$ cat config.mk
export PLATFORM = sky130hd
export DESIGN_NAME = ifu_fetch_ctl_param
export DESIGN_NICKNAME = d
export VERILOG_FILES = /design/src/rtl/ifu_fetch_ctl_param.sv
export SDC_FILE = /design/constraint.sdc
export NUM_CORES = 1
export LEC_CHECK = 0
export ABC_AREA = 1
export ABC_CLOCK_PERIOD_IN_PS = 3800
export CAP_MARGIN = 10
export CORE_UTILIZATION = 45
export CTS_CLUSTER_SIZE = 30
export DETAILED_ROUTE_END_ITERATION = 12
export GPL_ROUTABILITY_DRIVEN = 0
export HOLD_SLACK_MARGIN = 0.05
export PLACE_DENSITY = 0.84
export SETUP_SLACK_MARGIN = 0.02
export SKIP_CTS_REPAIR_TIMING = 1
export SYNTH_ARGS = -nofsm -noshare
export SYNTH_HDL_FRONTEND = slang
export SYNTH_SLANG_ARGS = --single-unit
$ cat constraint.sdc
create_clock -name clk -period 3.8 [get_ports clk]
set_input_delay 0.76 -clock clk [delete_from_list [all_inputs] [get_ports clk]]
set_output_delay 0.76 -clock clk [all_outputs]
set_load 0.02 [all_outputs]
$ cat src/rtl/ifu_fetch_ctl_param.sv
// Fetch-pipe controller: F1/F2 request sequencing, credit-based fetch-buffer
// flow control, miss replay and a halt/resume handshake that drains F2 first.
module ifu_fetch_ctl_param #(
  parameter int unsigned FETCH_BYTES = 8,
  parameter int unsigned FB_DEPTH    = 4,
  parameter int unsigned CNT_W       = $clog2(FB_DEPTH + 1),
  parameter logic [31:0] RESET_VEC   = 32'h8000_0000
) (
  input  logic             clk,
  input  logic             rst,
  input  logic             flush_valid,
  input  logic [31:1]      flush_pc,
  input  logic             flush_noredir,
  input  logic             bp_redirect_f2,
  input  logic [31:1]      bp_target_f2,
  input  logic             ic_hit_f2,
  input  logic             ic_mb_empty,
  input  logic [CNT_W-1:0] fb_consume,
  input  logic             dma_stall,
  input  logic             ic_write_stall,
  input  logic             halt_req,
  output logic             fetch_req_f1,
  output logic [31:1]      fetch_addr_f1,
  output logic             fetch_req_f2,
  output logic [31:1]      fetch_addr_f2,
  output logic [CNT_W-1:0] fb_occ,
  output logic             halt_ack,
  output logic             pmu_fetch_stall,
  output logic [1:0]       state
);

  localparam int unsigned OFS   = $clog2(FETCH_BYTES);
  localparam int unsigned BLK_W = 32 - OFS;

  typedef enum logic [1:0] {
    S_IDLE   = 2'b00,
    S_FETCH  = 2'b01,
    S_WFM    = 2'b11,
    S_HALTED = 2'b10
  } state_t;

  state_t           r_state, w_state_nxt;
  logic             r_reset_pend;
  logic             r_f1_valid, w_f1_valid_nxt;
  logic             r_req_f2;
  logic [31:1]      r_addr_f1, w_addr_f1_nxt;
  logic [31:1]      r_addr_f2;
  logic [31:1]      r_miss_addr, w_miss_addr_nxt;
  logic [31:OFS]    w_blk_nxt;
  logic [31:1]      w_seq_addr;
  logic [CNT_W-1:0] r_fb_occ;
  logic [CNT_W-1:0] w_occ_after, w_occ_sum, w_occ_nxt;
  logic             w_underflow, w_credit_ok;
  logic             w_in_fetch, w_req_f2, w_miss_f2, w_req_f1;
  logic             w_flush_redir, w_flush_idle;

  assign w_in_fetch    = (r_state == S_FETCH);
  assign w_flush_redir = flush_valid & ~flush_noredir;
  assign w_flush_idle  = flush_valid & flush_noredir;
  assign w_req_f2      = r_req_f2 & ~flush_valid;
  assign w_miss_f2     = w_req_f2 & ~ic_hit_f2;

  // Consume beyond occupancy is a protocol error; clamp to empty.
  assign w_underflow = (fb_consume > r_fb_occ);
  assign w_occ_after = w_underflow ? '0 : (r_fb_occ - fb_consume);
  assign w_credit_ok = (w_occ_after < CNT_W'(FB_DEPTH));

  assign w_req_f1 = r_f1_valid & w_in_fetch & ~halt_req & ~dma_stall &
                    ~ic_write_stall & ~flush_valid & ~bp_redirect_f2 &
                    ~w_miss_f2 & w_credit_ok;

  // Issue and miss never coincide, and issue only happens below FB_DEPTH,
  // so the sum stays within CNT_W bits.
  assign w_occ_sum = w_occ_after + CNT_W'(w_req_f1);
  assign w_occ_nxt = (w_miss_f2 && (w_occ_sum == '0)) ? '0 :
                     (w_occ_sum - CNT_W'(w_miss_f2));

  assign w_blk_nxt  = r_addr_f1[31:OFS] + BLK_W'(1);
  assign w_seq_addr = {w_blk_nxt, {(OFS - 1){1'b0}}};

  always_comb begin
    w_state_nxt     = r_state;
    w_f1_valid_nxt  = r_f1_valid;
    w_addr_f1_nxt   = r_addr_f1;
    w_miss_addr_nxt = r_miss_addr;
    if (w_flush_idle) begin
      w_state_nxt    = S_IDLE;
      w_f1_valid_nxt = 1'b0;
    end else begin
      case (r_state)
        S_IDLE: begin
          if (w_flush_redir) begin
            w_state_nxt    = S_FETCH;
            w_f1_valid_nxt = 1'b1;
            w_addr_f1_nxt  = flush_pc;
          end else if (r_reset_pend) begin
            w_state_nxt    = S_FETCH;
            w_f1_valid_nxt = 1'b1;
            w_addr_f1_nxt  = RESET_VEC[31:1];
          end
        end
        S_FETCH: begin
          if (w_flush_redir) begin
            w_addr_f1_nxt = flush_pc;
          end else if (w_miss_f2) begin
            w_state_nxt     = S_WFM;
            w_miss_addr_nxt = r_addr_f2;
          end else begin
            if (bp_redirect_f2) begin
              w_addr_f1_nxt = bp_target_f2;
            end else if (w_req_f1) begin
              w_addr_f1_nxt = w_seq_addr;
            end
            if (halt_req && !w_req_f2) begin
              w_state_nxt = S_HALTED;
            end
          end
        end
        S_WFM: begin
          // A redirect during the fill replaces the replay target.
          if (w_flush_redir) begin
            w_miss_addr_nxt = flush_pc;
          end
          if (ic_mb_empty && !w_miss_f2) begin
            w_state_nxt   = S_FETCH;
            w_addr_f1_nxt = w_miss_addr_nxt;
          end
        end
        S_HALTED: begin
          if (w_flush_redir) begin
            w_addr_f1_nxt = flush_pc;
          end
          if (!halt_req) begin
            w_state_nxt = S_FETCH;
          end
        end
        default: w_state_nxt = S_IDLE;
      endcase
    end
  end

  always_ff @(posedge clk or posedge rst) begin
    if (rst) begin
      r_state      <= S_IDLE;
      r_reset_pend <= 1'b1;
      r_f1_valid   <= 1'b0;
      r_addr_f1    <= '0;
      r_req_f2     <= 1'b0;
      r_addr_f2    <= '0;
      r_miss_addr  <= '0;
      r_fb_occ     <= '0;
    end else begin
      r_state      <= w_state_nxt;
      r_reset_pend <= 1'b0;
      r_f1_valid   <= w_f1_valid_nxt;
      r_addr_f1    <= w_addr_f1_nxt;
      r_req_f2     <= w_req_f1;
      if (w_req_f1) begin
        r_addr_f2 <= r_addr_f1;
      end
      r_miss_addr  <= w_miss_addr_nxt;
      r_fb_occ     <= flush_valid ? '0 : w_occ_nxt;
    end
  end

  always_ff @(posedge clk) begin
    if (!rst) begin
      assert (!w_underflow);
    end
  end

  assign fetch_req_f1    = w_req_f1;
  assign fetch_addr_f1   = r_addr_f1;
  assign fetch_req_f2    = w_req_f2;
  assign fetch_addr_f2   = r_addr_f2;
  assign fb_occ          = r_fb_occ;
  assign halt_ack        = (r_state == S_HALTED);
  assign pmu_fetch_stall = (r_state == S_WFM) |
                           (r_f1_valid & w_in_fetch & ~w_req_f1 & ~flush_valid);
  assign state           = r_state;

endmodule

# [Yosys cells after proc, flatten, opt, wreduce, memory -nomap -nowiden]
# Index checks and enable logic that the tools add are counted.
[totals] regBits=101 inputBits=75 out_inout_bits=71 word_cells=97
[op_classes] add_sub_neg=4 order_cmp=2 n_eq_ne=15 mux=29 bitwise=25 n_reduce_logical=14
[ops] operator="two-way mux 31 bit" count=11
[ops] operator="one-hot mux 31 bit (4 select lines)" count=1
[ops] operator="one-hot mux 31 bit (2 select lines)" count=1
[ops] operator="adder 29 x 1 -> 29 bit (second input constant)" count=1
[ops] operator="two-way mux 2 bit" count=8
[ops] operator="bitwise AND 1 bit" count=14
[ops] operator="inverter 1 bit" count=10
[ops] operator="two-way mux 3 bit" count=3
[ops] operator="inequality test 3 x 2 -> 1 bit (second input constant)" count=3
[ops] operator="one-hot mux 2 bit (4 select lines)" count=1
[ops] operator="inequality test 3 bit (second input constant)" count=2
[ops] operator="AND reduction 6 bit" count=1
[ops] operator="AND reduction 5 bit" count=1
[ops] operator="== test 2 bit (second input constant)" count=2
[ops] operator="two-way mux 1 bit" count=4
[ops] operator="inequality test 2 x 1 -> 1 bit (second input constant)" count=2
[ops] operator="inequality test 2 bit (second input constant)" count=2
[ops] operator="inequality test 4 x 1 -> 1 bit (second input constant)" count=1
[ops] operator="inequality test 4 x 2 -> 1 bit (second input constant)" count=1
[ops] operator="inequality test 4 bit (second input constant)" count=1
[ops] operator="AND reduction 4 bit" count=1
[ops] operator="nonzero test 2 bit" count=2
[ops] operator="adder 3 x 1 -> 3 bit" count=1
[ops] operator="greater-than comparator 3 bit" count=1
[ops] operator="other kinds (11)" count=14

# [Depth between registers and ports, before layout]
# Gate-level depths: netlist of run 1.
[depth] depth_word=14 mapped_depth=15 mapped_depth_nobuf=15

# [Worst setup path before layout of run 1]
# OpenSTA, ideal clock, no wires.
[synth_timing] kind="input-to-output" startpoint="input port fb_consume[0]" endpoint="output port pmu_fetch_stall" arrival_ns=2.558 t_required_ns=3.040 path_slack_ns=0.482 cell_stages=9 path_buffers=1 cell_sequence="ha_1 > inv_1 > fa_1 > xor2_1 > nand2_1 > nand2_1 > buf_2 > inv_1 > o21ai_0"
[synth_via] elab_chain_len=8 word_cells_on_any_way=9 cone_classes="add/sub (1); order compare (2); mux (1); bitwise (5)"
[synth_lines] item="start, declared" line_no="18" text="input logic [CNT_W-1:0] fb_consume,"
[synth_lines] item="subtractor 3 bit or greater-than comparator 3 bit (tied branches)" line_no="65, 64"
[synth_lines] item="two-way mux 3 bit (*)" line_no="65" text="assign w_occ_after = w_underflow ? '0 : (r_fb_occ - fb_consume);"
[synth_lines] item="less-than comparator 3 bit (*)" line_no="66" text="assign w_credit_ok = (w_occ_after < CNT_W'(FB_DEPTH));"
[synth_lines] item="bitwise AND 1 bit (*)" line_no="70" text="~w_miss_f2 & w_credit_ok;"
[synth_lines] item="via fetch_req_f1" line_no="22" text="output logic fetch_req_f1,"
[synth_lines] item="inverter 1 bit (*)" line_no="179" text="(r_f1_valid & w_in_fetch & ~w_req_f1 & ~flush_valid);"
[synth_lines] item="bitwise AND 1 bit (*) (2 in series)" line_no="179"
[synth_lines] item="bitwise OR 1 bit (*)" line_no="178" text="assign pmu_fetch_stall = (r_state == S_WFM) |"
[synth_lines] item="end, declared" line_no="28" text="output logic pmu_fetch_stall,"
# Mark *: on every way through the listed nets, which the timed path passes. The rest lies on a longest branch.

# [Worst setup path in the final report of run 1]
[layout_timing] startpoint="input port fb_consume[0]" endpoint="output port pmu_fetch_stall"
[layout_via] elab_chain_len=8 word_cells_on_any_way=9 cone_classes="add/sub (1); order compare (2); mux (1); bitwise (5)"
[layout_lines] item="subtractor 3 bit or greater-than comparator 3 bit (tied branches)" line_no="65, 64"
[layout_lines] item="two-way mux 3 bit (*)" line_no="65"
[layout_lines] item="less-than comparator 3 bit (*)" line_no="66"
[layout_lines] item="bitwise AND 1 bit (*)" line_no="70"
[layout_lines] item="inverter 1 bit (*)" line_no="179"
[layout_lines] item="bitwise AND 1 bit (*) (2 in series)" line_no="179"
[layout_lines] item="bitwise OR 1 bit (*)" line_no="178"
# Every way passes the cells marked *; elsewhere a longest branch is shown, timed or not.

==> results.md, run 1 <==
* CP startpoint: fb_consume[0]
* Pwr Total at 0.00623 W
* Vias at 7155
* Unique masters post-synth at 39
* Via density per instance at 5.51
* Post-synth EDFFs at 0
* Ys flop type: dfrtp_1
* DR iter-0 viols at 719
* # setup viols final at 0
* PortBufs at 145
* Max-slew violations at 0
* Fillers at 1297
* Vias in the first global route at 6698
* Relative slew slack at 0.434
* Clk pin slew, worst setup/hold paths at 0.06 ns
* Die area at 15000 µm²
* Yosys reg bits at 101
* CP max FO at 3
* Global router's overall resource usage at 0.292
* Time the worst path needs with I/O delays and setup at 3.34 ns
* Post-synth ARST share at 1.00
* Clock Path Buffers at 2
* Setup Skew at 0.00729 ns
* Synth Instances at 992
* Share of cells above drive strength 1 at 0.0411
* Leakage at 3.89 nW
* Setup crit start kind: primary input
* Post-synthesis cell area at 6530 µm²
* Drt pass-1 iters at 6
* R2R setup slack at 1.02 ns
* Reg2Reg Depth at 14
* DR WL/cell at 16.1 µm
* H-tree levels at 3
* Area contributors post-synth: dfrtp_1, nand2_1, nor2_1
* DP Cell Count at 1283
* Max cap viols at 0
* Avg Synthesized Cell Area at 6.59 µm²
* Core ar. at 14000 µm²
* # diodes at 0
* Reg2reg end: fetch_addr_f1[14]
* Area Growth Syn to Fin at 28.6%
* Remaining antenna violation count at 0
* Post-synthesis sequential area ratio at 0.387
* Hold Path Class: reg2reg
* Grt total ovfl at 0
* Final Cycle Share at 0.879
* Most frequent cells in the layout: nand2_1, clkdlybuf4s50_1, nor2_1
* I/O pin count at 146
* WP data required at 3.04 ns
* Reg-to-Reg Start: fb_occ[0]
* Finished Cell Area at 8400 µm²
* NumNets Final at 1198
* Total nets after synthesis at 1076
* Max VDD drop at 0.000391 V
* Non-Filler Instances at 1298
* Routed Wire Length at 20900 µm
* Drt drc at 0
* Worst setup EP type: output port
* Area after DPL at 8120 µm²
* Dpl hpwl at 14400 µm
* Starting Density at 0.465
* Final hold vios at 0
* Crit Path Category: in2out
* Setup crit end: pmu_fetch_stall
* FP Rows at 43
* Worst Tran Pin Value at 0.848 ns
* Die outline width at 122 µm
* Initial antenna violation count at 0
* Clk_lat worst skew at 0.35 ns
* Post-synth top area share at 0.383
* First-pass GRT wire length at 33700 µm
* CTS sink cnt at 101
* Arrival time worst endpoint at 2.58 ns
* Most common cell after layout, fill and taps aside: nand2_1
* Fmax at 299 MHz
* Final Core Density at 0.598
* PwrDens at 742 nW/µm²
* Cts bufs inserted at 9
* Setup TNS after final layout at 0 ns
* Leading area contributor after synthesis: dfrtp_1
* Status: completed
* CTS tree: yes
* Largest net degree at the start of global routing at 66
* RSZ-0062 raised after global routing: false
* Die height at 122 µm
* Syn. warnings at 0
* Root buf cell: clkbuf_16
-- flip-flops by register name (all words and copies together) (netlist names) --
| register | flops |
|---|---|
| state | 2 |
| r_f1_valid | 1 |
| r_miss_addr | 31 |
| r_reset_pend | 1 |
| fetch_addr_f2 | 31 |
| fb_occ | 3 |
| r_req_f2 | 1 |
| fetch_addr_f1 | 31 |
-- layout make-up --
class	count	area (µm²)	area share
Tap cell	180	225	0.0268
Inverter	78	295	0.0351
Clock inverter	1	5.00	0.000596
Clock buffer	14	274	0.0326
Timing Repair Buffer	158	1580	0.188
Multi-Input combinational cell	766	3500	0.416
Sequential cell	101	2530	0.301
-- kinds of logic (layout without fill, tap and decap cells) --
| kind of cell | Yosys count | after routing | synth area share |
|---|---|---|---|
| AO/OA/AOI/OAI | 178 | 178 | 0.158 |
| AND/OR/NAND/NOR | 570 | 570 | 0.346 |
| other | 1 | 1 | 0.000574 |
| adder cells (fa/ha/maj) | 9 | 9 | 0.0184 |
| XOR/XNOR | 8 | 8 | 0.0107 |
| flip-flops | 101 | 101 | 0.387 |
| buffers and inverters | 125 | 251 | 0.0791 |
-- power breakdown --
part	internal (W)	total [W]	switching, W
Combinational	0.00131	0.00331	0.00200
Sequential	0.00154	0.00203	0.000486
Clock	0.000495	0.000898	0.000403
-- cells in the mapped netlist (3+ instances only) --
master and count:
a21oi_1 36, xor2_1 7, a221oi_1 9, inv_1 71, nand2_2 3, nand2_1 377
ha_1 8, buf_2 14, inv_2 6, o21ai_0 69, nor2_1 130, dfrtp_1 100
o21ai_1 9, clkbuf_1 26, o211ai_1 15, nand3_1 49, a22oi_1 8, a31oi_1 26
buf_6 3
-- metrics by stage --
stage / hold slack, ns / setup WS [ns]
after floorplan: 0.485 / 0.395
after detailed placement: 0.491 / 0.0590
after global placement: 0.494 / 0.0865
after CTS: 0.509 / 0.0556
final: 0.509 / 0.458
after global routing: 0.551 / 0.313
-- critical path, stage by stage --
cell             delay (ns)
clkdlybuf4s50_1        0.46
ha_1                   0.14
inv_1                  0.06
fa_1                   0.38
xor2_1                 0.16
nand2_1                0.11
nand2_2                0.08
inv_1                  0.06
o21ai_0                0.13
dlymetal6s2s_1         0.24
-- worst min-delay path by stage --
stage / end / from / cells past startpoint / slack (ns)
after detailed placement: fetch_addr_f2[9] / fetch_addr_f2[9] / 2 / 0.49
after global routing: fetch_addr_f2[2] / fetch_addr_f2[2] / 2 / 0.55
after global placement: fetch_addr_f2[9] / fetch_addr_f2[9] / 2 / 0.49
after CTS: fetch_addr_f2[9] / fetch_addr_f2[9] / 2 / 0.51
after floorplan: r_f1_valid / r_f1_valid / 2 / 0.49
final: fetch_addr_f2[9] / fetch_addr_f2[9] / 2 / 0.51
-- metal layers --
layer	GRT usage	part of all wire	vias to the layer above	routed length, µm
li1	-	-	3451	-
met1	0.395	0.42	3251	8760
met2	0.451	0.45	400	9330
met3	0.0562	0.10	53	2110
met4	0.137	0.032	0	675
met5	0	0	-	0
Power figures use the tool's default switching activity.
==> run 2, diff against run 1 <==
- GPL_ROUTABILITY_DRIVEN: 0 -> default
==> results of run 2 <==
Same layout as run 1: the final DEF is identical, and so are final timing and power.
